--- config.mk ---
export PLATFORM = sky130hd
export DESIGN_NAME = allgates_sweep_capture_flat
export DESIGN_NICKNAME = d
export VERILOG_FILES = /design/src/rtl/allgates_sweep_capture_pkg.sv /design/src/rtl/allgates_sweep_capture_if.sv /design/src/rtl/allgates_sweep_capture_tt_buffer.sv /design/src/rtl/allgates_sweep_capture.sv /design/src/flat_wrapper.sv
export SDC_FILE = /design/constraint.sdc
export NUM_CORES = 1
export LEC_CHECK = 0
export ABC_AREA = 1
export CAP_MARGIN = 40
export CORE_MARGIN = 4
export CORE_UTILIZATION = 45
export DETAILED_ROUTE_END_ITERATION = 8
export PLACE_DENSITY_LB_ADDON = 0.3
export SETUP_SLACK_MARGIN = 0.05
export SYNTH_ARGS = -nofsm -noshare
export SYNTH_HDL_FRONTEND = slang
export SYNTH_SLANG_ARGS = --single-unit
--- constraint.sdc ---
create_clock -name clk -period 6.4 [get_ports clk]
set_input_delay 1.28 -clock clk [delete_from_list [all_inputs] [get_ports clk]]
set_output_delay 1.28 -clock clk [all_outputs]
set_load 0.02 [all_outputs]
--- src/rtl/allgates_sweep_capture_pkg.sv ---
// Shared definitions for the all-gates sweep/capture stage.
// Holds the response width, the bit positions of each gate output in a
// response word, the vector count and the FSM state encoding.
package allgates_pkg;

  localparam int RESP_W = 13;
  localparam int NVEC   = 16;

  // Bit position of each netlist gate output inside a response word.
  localparam int BIT_NOT    = 0;
  localparam int BIT_AND    = 1;
  localparam int BIT_NAND   = 2;
  localparam int BIT_ANDNOT = 3;
  localparam int BIT_OR     = 4;
  localparam int BIT_NOR    = 5;
  localparam int BIT_ORNOT  = 6;
  localparam int BIT_XOR    = 7;
  localparam int BIT_XNOR   = 8;
  localparam int BIT_AOI3   = 9;
  localparam int BIT_OAI3   = 10;
  localparam int BIT_AOI4   = 11;
  localparam int BIT_OAI4   = 12;

  // Sweep FSM states, kept as plain constants for legacy tools.
  typedef logic [1:0] state_t;
  localparam state_t ST_IDLE   = 2'd0;
  localparam state_t ST_DRIVE  = 2'd1;
  localparam state_t ST_SAMPLE = 2'd2;
  localparam state_t ST_DONE   = 2'd3;

endpackage

--- src/rtl/allgates_sweep_capture_if.sv ---
// Bus between the sweep/capture stage and its surroundings.
//   start/busy/done      : sweep control and status
//   stim/resp            : stimulus to and response from the gate netlist
//   rd_addr/rd_data/rd_valid : truth-table read port
// slave  = the capture stage, master = host/bench side.
interface allgates_sweep_capture_if;
  import allgates_pkg::*;

  logic              start;
  logic              busy;
  logic              done;
  logic [3:0]        stim;
  logic [RESP_W-1:0] resp;
  logic [3:0]        rd_addr;
  logic [RESP_W-1:0] rd_data;
  logic              rd_valid;

  modport slave  (input  start, resp, rd_addr,
                  output busy, done, stim, rd_data, rd_valid);
  modport master (output start, resp, rd_addr,
                  input  busy, done, stim, rd_data, rd_valid);

endinterface

--- src/rtl/allgates_sweep_capture_tt_buffer.sv ---
// 16-entry truth-table buffer: one write port, registered read port
// (1-cycle latency, read-before-write) and a per-entry valid bit.
//   clk, rst_n  : clock, synchronous active-low reset
//   clr_valid   : clear all valid bits (sweep restart)
//   wr_en/wr_addr/wr_data : response write
//   rd_addr     : read index; rd_data/rd_valid registered results
module tt_buffer
  import allgates_pkg::*;
(
  input  logic              clk,
  input  logic              rst_n,
  input  logic              clr_valid,
  input  logic              wr_en,
  input  logic [3:0]        wr_addr,
  input  logic [RESP_W-1:0] wr_data,
  input  logic [3:0]        rd_addr,
  output logic [RESP_W-1:0] rd_data,
  output logic              rd_valid
);

  logic [RESP_W-1:0] mem_r [NVEC];
  logic [NVEC-1:0]   valid_r;
  logic [RESP_W-1:0] rd_data_r;
  logic              rd_valid_r;

  // Storage array; contents are deliberately not reset, but a write is
  // suppressed on a reset edge so an aborted sweep leaves no new data.
  always_ff @(posedge clk) begin
    if (rst_n && wr_en) begin
      mem_r[wr_addr] <= wr_data;
    end
  end

  // Valid bits: cleared on reset or restart, set as each entry is written.
  always_ff @(posedge clk) begin
    if (!rst_n) begin
      valid_r <= {NVEC{1'b0}};
    end else if (clr_valid) begin
      valid_r <= {NVEC{1'b0}};
    end else if (wr_en) begin
      valid_r[wr_addr] <= 1'b1;
    end
  end

  // Registered read; sees pre-write contents when addresses collide.
  always_ff @(posedge clk) begin
    if (!rst_n) begin
      rd_data_r  <= {RESP_W{1'b0}};
      rd_valid_r <= 1'b0;
    end else begin
      rd_data_r  <= mem_r[rd_addr];
      rd_valid_r <= valid_r[rd_addr];
    end
  end

  assign rd_data  = rd_data_r;
  assign rd_valid = rd_valid_r;

endmodule

--- src/rtl/allgates_sweep_capture.sv ---
// Exhaustive stimulus/capture stage for the 4-input all-gates netlist.
// Drives every 4-bit vector in order on stim, waits SETTLE cycles, then
// stores the netlist response in a 16-entry truth table readable via
// rd_addr/rd_data/rd_valid.
//   clk, rst_n : clock, synchronous active-low reset
//   bus        : control, stimulus/response and read port (slave side)
//   SETTLE     : cycles from stim update to response sample (1..15)
module allgates_sweep_capture
  import allgates_pkg::*;
#(
  parameter int SETTLE = 1
) (
  input  logic                    clk,
  input  logic                    rst_n,
  allgates_sweep_capture_if.slave bus
);

  localparam logic [3:0] SETTLE_M1 = 4'(SETTLE - 1);

  state_t     state_r;
  logic [3:0] vec_r;
  logic [3:0] cnt_r;
  logic [3:0] stim_r;
  logic       busy_r;
  logic       done_r;
  logic       wr_en_s;
  logic       clr_valid_s;

  // Buffer write strobe and restart-time valid clear.
  always_comb begin
    wr_en_s     = 1'b0;
    clr_valid_s = 1'b0;
    if ((state_r == ST_SAMPLE) && (cnt_r == 4'd0)) begin
      wr_en_s = 1'b1;
    end else begin
      wr_en_s = 1'b0;
    end
    if (((state_r == ST_IDLE) || (state_r == ST_DONE)) && bus.start) begin
      clr_valid_s = 1'b1;
    end else begin
      clr_valid_s = 1'b0;
    end
  end

  // Sweep FSM with vector and settle counters; stim only moves when
  // entering DRIVE, so each vector holds for SETTLE+1 cycles.
  always_ff @(posedge clk) begin
    if (!rst_n) begin
      state_r <= ST_IDLE;
      vec_r   <= 4'd0;
      cnt_r   <= 4'd0;
      stim_r  <= 4'd0;
      busy_r  <= 1'b0;
      done_r  <= 1'b0;
    end else begin
      case (state_r)
        ST_IDLE, ST_DONE: begin
          if (bus.start) begin
            vec_r   <= 4'd0;
            stim_r  <= 4'd0;
            done_r  <= 1'b0;
            busy_r  <= 1'b1;
            state_r <= ST_DRIVE;
          end
        end
        ST_DRIVE: begin
          cnt_r   <= SETTLE_M1;
          state_r <= ST_SAMPLE;
        end
        ST_SAMPLE: begin
          if (cnt_r != 4'd0) begin
            cnt_r <= cnt_r - 4'd1;
          end else if (vec_r == 4'd15) begin
            // Last vector captured: stop without wrapping, stim holds 15.
            state_r <= ST_DONE;
            done_r  <= 1'b1;
            busy_r  <= 1'b0;
          end else begin
            vec_r   <= vec_r + 4'd1;
            stim_r  <= vec_r + 4'd1;
            state_r <= ST_DRIVE;
          end
        end
        default: begin
          state_r <= ST_IDLE;
          busy_r  <= 1'b0;
          done_r  <= 1'b0;
        end
      endcase
    end
  end

  tt_buffer u_tt_buffer (
    .clk       (clk),
    .rst_n     (rst_n),
    .clr_valid (clr_valid_s),
    .wr_en     (wr_en_s),
    .wr_addr   (vec_r),
    .wr_data   (bus.resp),
    .rd_addr   (bus.rd_addr),
    .rd_data   (bus.rd_data),
    .rd_valid  (bus.rd_valid)
  );

  assign bus.busy = busy_r;
  assign bus.done = done_r;
  assign bus.stim = stim_r;

endmodule

--- src/flat_wrapper.sv ---
// flat-port wrapper written by rule: the top's interface ports become plain ports
module allgates_sweep_capture_flat import allgates_pkg::*;
#(
  parameter int SETTLE = 1
)
  (clk, rst_n, bus_start, bus_resp, bus_rd_addr, bus_busy, bus_done, bus_stim, bus_rd_data, bus_rd_valid);
  allgates_sweep_capture_if bus_i ();
  input  logic clk;
  input  logic rst_n;
  input wire logic [$bits(bus_i.start)-1:0] bus_start;
  input wire logic [$bits(bus_i.resp)-1:0] bus_resp;
  input wire logic [$bits(bus_i.rd_addr)-1:0] bus_rd_addr;
  output wire logic [$bits(bus_i.busy)-1:0] bus_busy;
  output wire logic [$bits(bus_i.done)-1:0] bus_done;
  output wire logic [$bits(bus_i.stim)-1:0] bus_stim;
  output wire logic [$bits(bus_i.rd_data)-1:0] bus_rd_data;
  output wire logic [$bits(bus_i.rd_valid)-1:0] bus_rd_valid;
  assign bus_i.start = bus_start;
  assign bus_i.resp = bus_resp;
  assign bus_i.rd_addr = bus_rd_addr;
  assign bus_busy = bus_i.busy;
  assign bus_done = bus_i.done;
  assign bus_stim = bus_i.stim;
  assign bus_rd_data = bus_i.rd_data;
  assign bus_rd_valid = bus_i.rd_valid;
  allgates_sweep_capture #(.SETTLE(SETTLE)) u_core (.clk(clk), .rst_n(rst_n), .bus(bus_i));
endmodule
### Word-level counts from Yosys, hierarchy flattened

Memories as Yosys holds them, arrays and structs flattened. A register that Yosys moved wholly into a read port is not among the register bits.
Index checks and enable logic that the tools add are counted.

* add/subtract/negate cells: 2
* $mul: 0
* divide/modulo/power cells: 0
* magnitude comparators: 3
* equality and inequality tests: 9
* shifts and indexed selects: 0
* mux-type cells: 26
* bitwise gates (word level): 2
* reductions and logical operators: 17

Operator list (count)
* 2-to-1 mux 4 bit: 4
* bitwise OR 16 bit: 1
* case mux 4 bit (2 select lines): 2
* 2-to-1 mux 1 bit: 12
* less-than comparator 4 x 5 -> 1 bit (second input constant): 2
* != test 2 bit (second input constant): 5
* AND reduction 4 bit: 2
* 2-to-1 mux 2 bit: 3
* case mux 2 bit (3 select lines): 1
* adder 4 x 1 -> 4 bit (second input constant): 1
* binary-select mux 1 bit (select 4 bit): 1
* demux 1 bit (select 4 bit): 1
* equality test 2 bit (second input constant): 2
* equality test 4 bit (second input constant): 1
* >= comparator 4 x 1 -> 1 bit (second input constant): 1
* logical AND 1 bit: 4
* logical NOT 4 bit: 1
* case mux 1 bit (2 select lines): 2
* AND reduction 2 bit: 2
* nonzero test 2 bit: 2
* nonzero test 4 bit: 1
* OR reduction 2 bit: 2
* subtractor 4 x 1 -> 4 bit (second input constant): 1
* equality test 2 x 1 -> 1 bit (second input constant): 1
* 4 further kinds: 4

* register bits: 29
* latch bits: 0
* bits in writable memories: 208
* memory bits (read-only): 0
* bits of input ports: 20
* output and inout port bits: 20
* word-level logic and storage cells: 67
* memories kept: 1

Memories
* u_core.u_tt_buffer.mem_r: words 16, width 13, read ports 1, clocked after Yosys merged registers in 1, write ports 1, line allgates_sweep_capture_tt_buffer.sv:21 `logic [RESP_W-1:0] mem_r [NVEC];`

### Longest topological paths before layout

* word-level depth: 6
* mapped depth: 10
* mapped depth without buffers: 10

### By module

From an unflattened synthesis, not the netlist that was laid out.

* cells, all modules: 1072
* area, all modules: 10682.7 µm²

By module, submodules not included
* tt_buffer: instances 1, cells an instance 964, area each 9915.8 µm², seq. area each 6846.6 µm²
* allgates_sweep_capture: instances 1, cells an instance 108, area each 767.0 µm², seq. area each 240.2 µm²

### Least setup slack after synthesis

No wires, ideal clock.

* kind: in2reg
* start: in rst_n
* end: mem u_core.u_tt_buffer.mem_r[3][0], enable pin
* library setup time: 0.417 ns
* arrival time: 2.704 ns
* data required time: 5.983 ns
* setup slack: 3.279 ns
* stages: 2
* path buffers: 0
* path through: inv_2 > nor4_1

* longest elaborated chain between the ends: 3

Ends and longest elaborated chain
* from (decl): line flat_wrapper.sv:9 `input logic rst_n;`
* logical AND 1 bit: line allgates_sweep_capture_tt_buffer.sv:29 `if (rst_n && wr_en) begin`
* 2-to-1 mux 1 bit: line allgates_sweep_capture_tt_buffer.sv:29
* 2-to-1 mux 1 bit (implied by the code): line allgates_sweep_capture_tt_buffer.sv:30 `mem_r[wr_addr] <= wr_data;`
* to (decl): line allgates_sweep_capture_tt_buffer.sv:21

Every way passes these cells.

### Final worst setup path

* start: in rst_n
* end: mem u_core.u_tt_buffer.mem_r[13][10], enable pin

Same word-level chain as after synthesis.

==> metrics.csv <==
stage,metric,value,unit
run_status,run status,finished clean,
synth,syn avg cell area,9.94,um2
global_routing,vias in the first global route,7027,
critical_path,crit path DAT,3320,ps
power,Static Leak,5.06,nW
synth,cells after synthesis,1078,
sta,Setup Skew,10.1,ps
sta,Worst-Margin Slew,783,ps
finish,area of the multi-input gates,2780,um2
global_routing,initial antenna violation count,1,
routing,final wirelength,25200,um
clocking,post-cts hold buffer count,0,
critical_path,r2r startpoint,u_core.state_r[0],
sta,achievable clock frequency,324,MHz
finish,register area,7090,um2
die,die footprint,26400,um2
sta,Fin. Hold Viols,0,
worst_hold_path,hold worst-path end,u_core.cnt_r[1],
worst_hold_path,Min-Delay Path Class,flop to flop,
finish,most frequent cells in the layout,"nand2_1, edfxtp_1, inv_1",
clocking,later-pin clock latency in the skew report,520,ps
power,Peak supply drop,218,uV
clocking,post-CTS setup buffers,0,
critical_path,type of the worst setup path,input pin to flop,
power,Pwr Total,3.40,mW
routing,DR iter-0 viols,685,
clocking,clk buf depth,3,
place,port bufs,39,
die,Std-Cell Rows,56,
critical_path,RR Endpoint,u_core.u_tt_buffer.mem_r[13][10],
global_routing,total track usage,19.3,%
clocking,Resized cells post-CTS,0,
sta,post-layout minimum cycle time,3090,ps
critical_path,CP max FO,11,
die,Die Wd,162,um
finish,share of cells above drive strength 1,7.38,%
synth,synth unique cells,25,
synth,sequential-to-total area share from yosys stat,66.1,%
die,IO Count,40,
routing,routed length per placed instance,17.3,um
die,core region area,23500,um2
sta,unrepaired setup endpoints after global routing,false,
clocking,H-tree Lvls,1,
die,Initial Util,45.7,%
clocking,clk sinks,250,
place,post-detail-place hpwl,14300,um
job,Max Cap Viol,0,
routing,Vias/cell,5.00,
global_routing,grt ovf,0,
sta,post-route setup TNS,0,ps
routing,drt first pass iters,5,
sta,period utilisation layout,48.3,%
power,Cell Pwr Density,279,nW/um2
clocking,TritonCTS buffer count,25,
critical_path,Setup crit start kind,input pin,
clocking,CTS tree,built,
clocking,clk slew on worst S/H paths,60,ps
sta,"Setup violations, final",0,
global_routing,global-route wire length before repair,39200,um
synth,#FFs+latches synth,250,
finish,Fillers,2057,
routing,ANT nets after route,0,
critical_path,Setup crit end kind,flop,
sta,Pins Over Slew Limit,0,
finish,Syn-to-layout area delta,13.9,%
routing,DRC viols,0,
finish,nets@finish,1149,
finish,"leading cell type in the layout, fill and taps excluded",nand2_1,
clocking,Clock Tree Root,clkbuf_16,
worst_hold_path,hold path cells,2,
synth,Synth Cell Area,10700,um2
routing,Via Count,7281,
synth,synthesized netlist net count,1108,
critical_path,reg2reg setup slack,3710,ps
sta,relative slew slack,47.5,%
critical_path,CP required,6630,ps
place,RePlAce Congestion,0.809,
worst_hold_path,hold wc startpoint,u_core.cnt_r[1],
die,die span in y,162,um
finish,ant diodes,0,
synth,number of synthesis warnings,0,
critical_path,FF-to-FF path depth,7,
global_routing,largest net degree at the start of global routing,62,
[synth_stat cells, drive strengths merged]
cell	n	area, um2
nand3	149	751
o21a	1	7.51
xor2	2	17.5
ha	10	125
inv	163	614
nand2	371	1390
a21oi	24	120
nor3	20	100
edfxtp	208	6250
or2	1	6.26
clkbuf	5	18.8
nor2	14	60.1
dfxtp	42	841
nor4	1	6.26
o21ai	24	120
buf	43	293
[worst max-delay path by stage]
stage                    from                          endpoint  slack [ps]  depth (start not counted)
5_1_grt        bus_rd_addr[0]     u_core.u_tt_buffer.rd_data[8]        3240                          9
4_1_cts                 rst_n  u_core.u_tt_buffer.mem_r[13][10]        3340                          4
6_report                rst_n  u_core.u_tt_buffer.mem_r[13][10]        3310                          4
3_3_place_gp            rst_n     u_core.u_tt_buffer.valid_r[7]        2800                          5
2_1_floorplan           rst_n    u_core.u_tt_buffer.mem_r[3][0]        3280                          2
3_5_place_dp            rst_n  u_core.u_tt_buffer.mem_r[13][10]        2780                          4
[cell type report]
| class | count | area share [%] |
|---|---|---|
| sequential | 250 | 58.0 |
| multi-input combinational | 617 | 22.8 |
| clock buffer | 34 | 5.64 |
| inverter | 163 | 5.03 |
| timing repair buffer | 62 | 4.71 |
| tap | 319 | 3.27 |
| clock inverter | 12 | 0.543 |
[metal layers]
metal  global-route usage (%)  part of all wire (%)
met5                        0                 0.024
met1                     26.6                    43
met3                     2.99                   6.7
met2                     31.6                    48
met4                     6.34                   2.2
[cell families (layout without fill, tap and decap cells)]
kind of cell / after synthesis / count (layout) / synth area share, %
buffers and inverters: 211 / 271 / 8.64
flip-flops: 250 / 250 / 66.1
XOR/XNOR: 2 / 2 / 0.163
adder cells (fa/ha/maj): 10 / 10 / 1.17
AND/OR/NAND/NOR: 556 / 556 / 21.6
AO/OA/AOI/OAI: 49 / 49 / 2.31
[stage by stage]
step	cells	util (%)	instance area [um2]	hold WS [ps]	setup slack (ps)
floorplan	1078	-	10700	422	3280
global placement	1408	48.6	11400	442	2800
detailed placement	1411	48.8	11500	453	2780
CTS	1457	52.0	12200	464	3340
global route	1457	52.0	12200	486	3240
finish	1457	52.0	12200	463	3310
[worst max-delay path, cell delays in order]
cell             delay [ps]
clkdlybuf4s50_1         660
nand2_1                 390
nor3_2                  710
buf_4                   280
[registers in the layout, summed over array words and instances (netlist names)]
| name | count |
|---|---|
| u_core.u_tt_buffer.mem_r | 208 |
| u_core.u_tt_buffer.valid_r | 16 |
| u_core.u_tt_buffer.rd_data | 13 |
| u_core.cnt_r | 4 |
| u_core.vec_r | 4 |
| u_core.state_r | 2 |
| u_core.bus.busy | 1 |
| u_core.bus.done | 1 |
| u_core.u_tt_buffer.rd_valid | 1 |
[report_power, final]
group | switching [mW] | leakage [nW] | total, mW | internal, mW
clock | 0.588 | 0.370 | 1.34 | 0.756
combinational | 0.184 | 2.48 | 0.268 | 0.0838
sequential | 0.0132 | 2.21 | 1.79 | 1.78
total | 0.785 | 5.06 | 3.40 | 2.62
No activity file was read; power rests on OpenSTA's default activity.
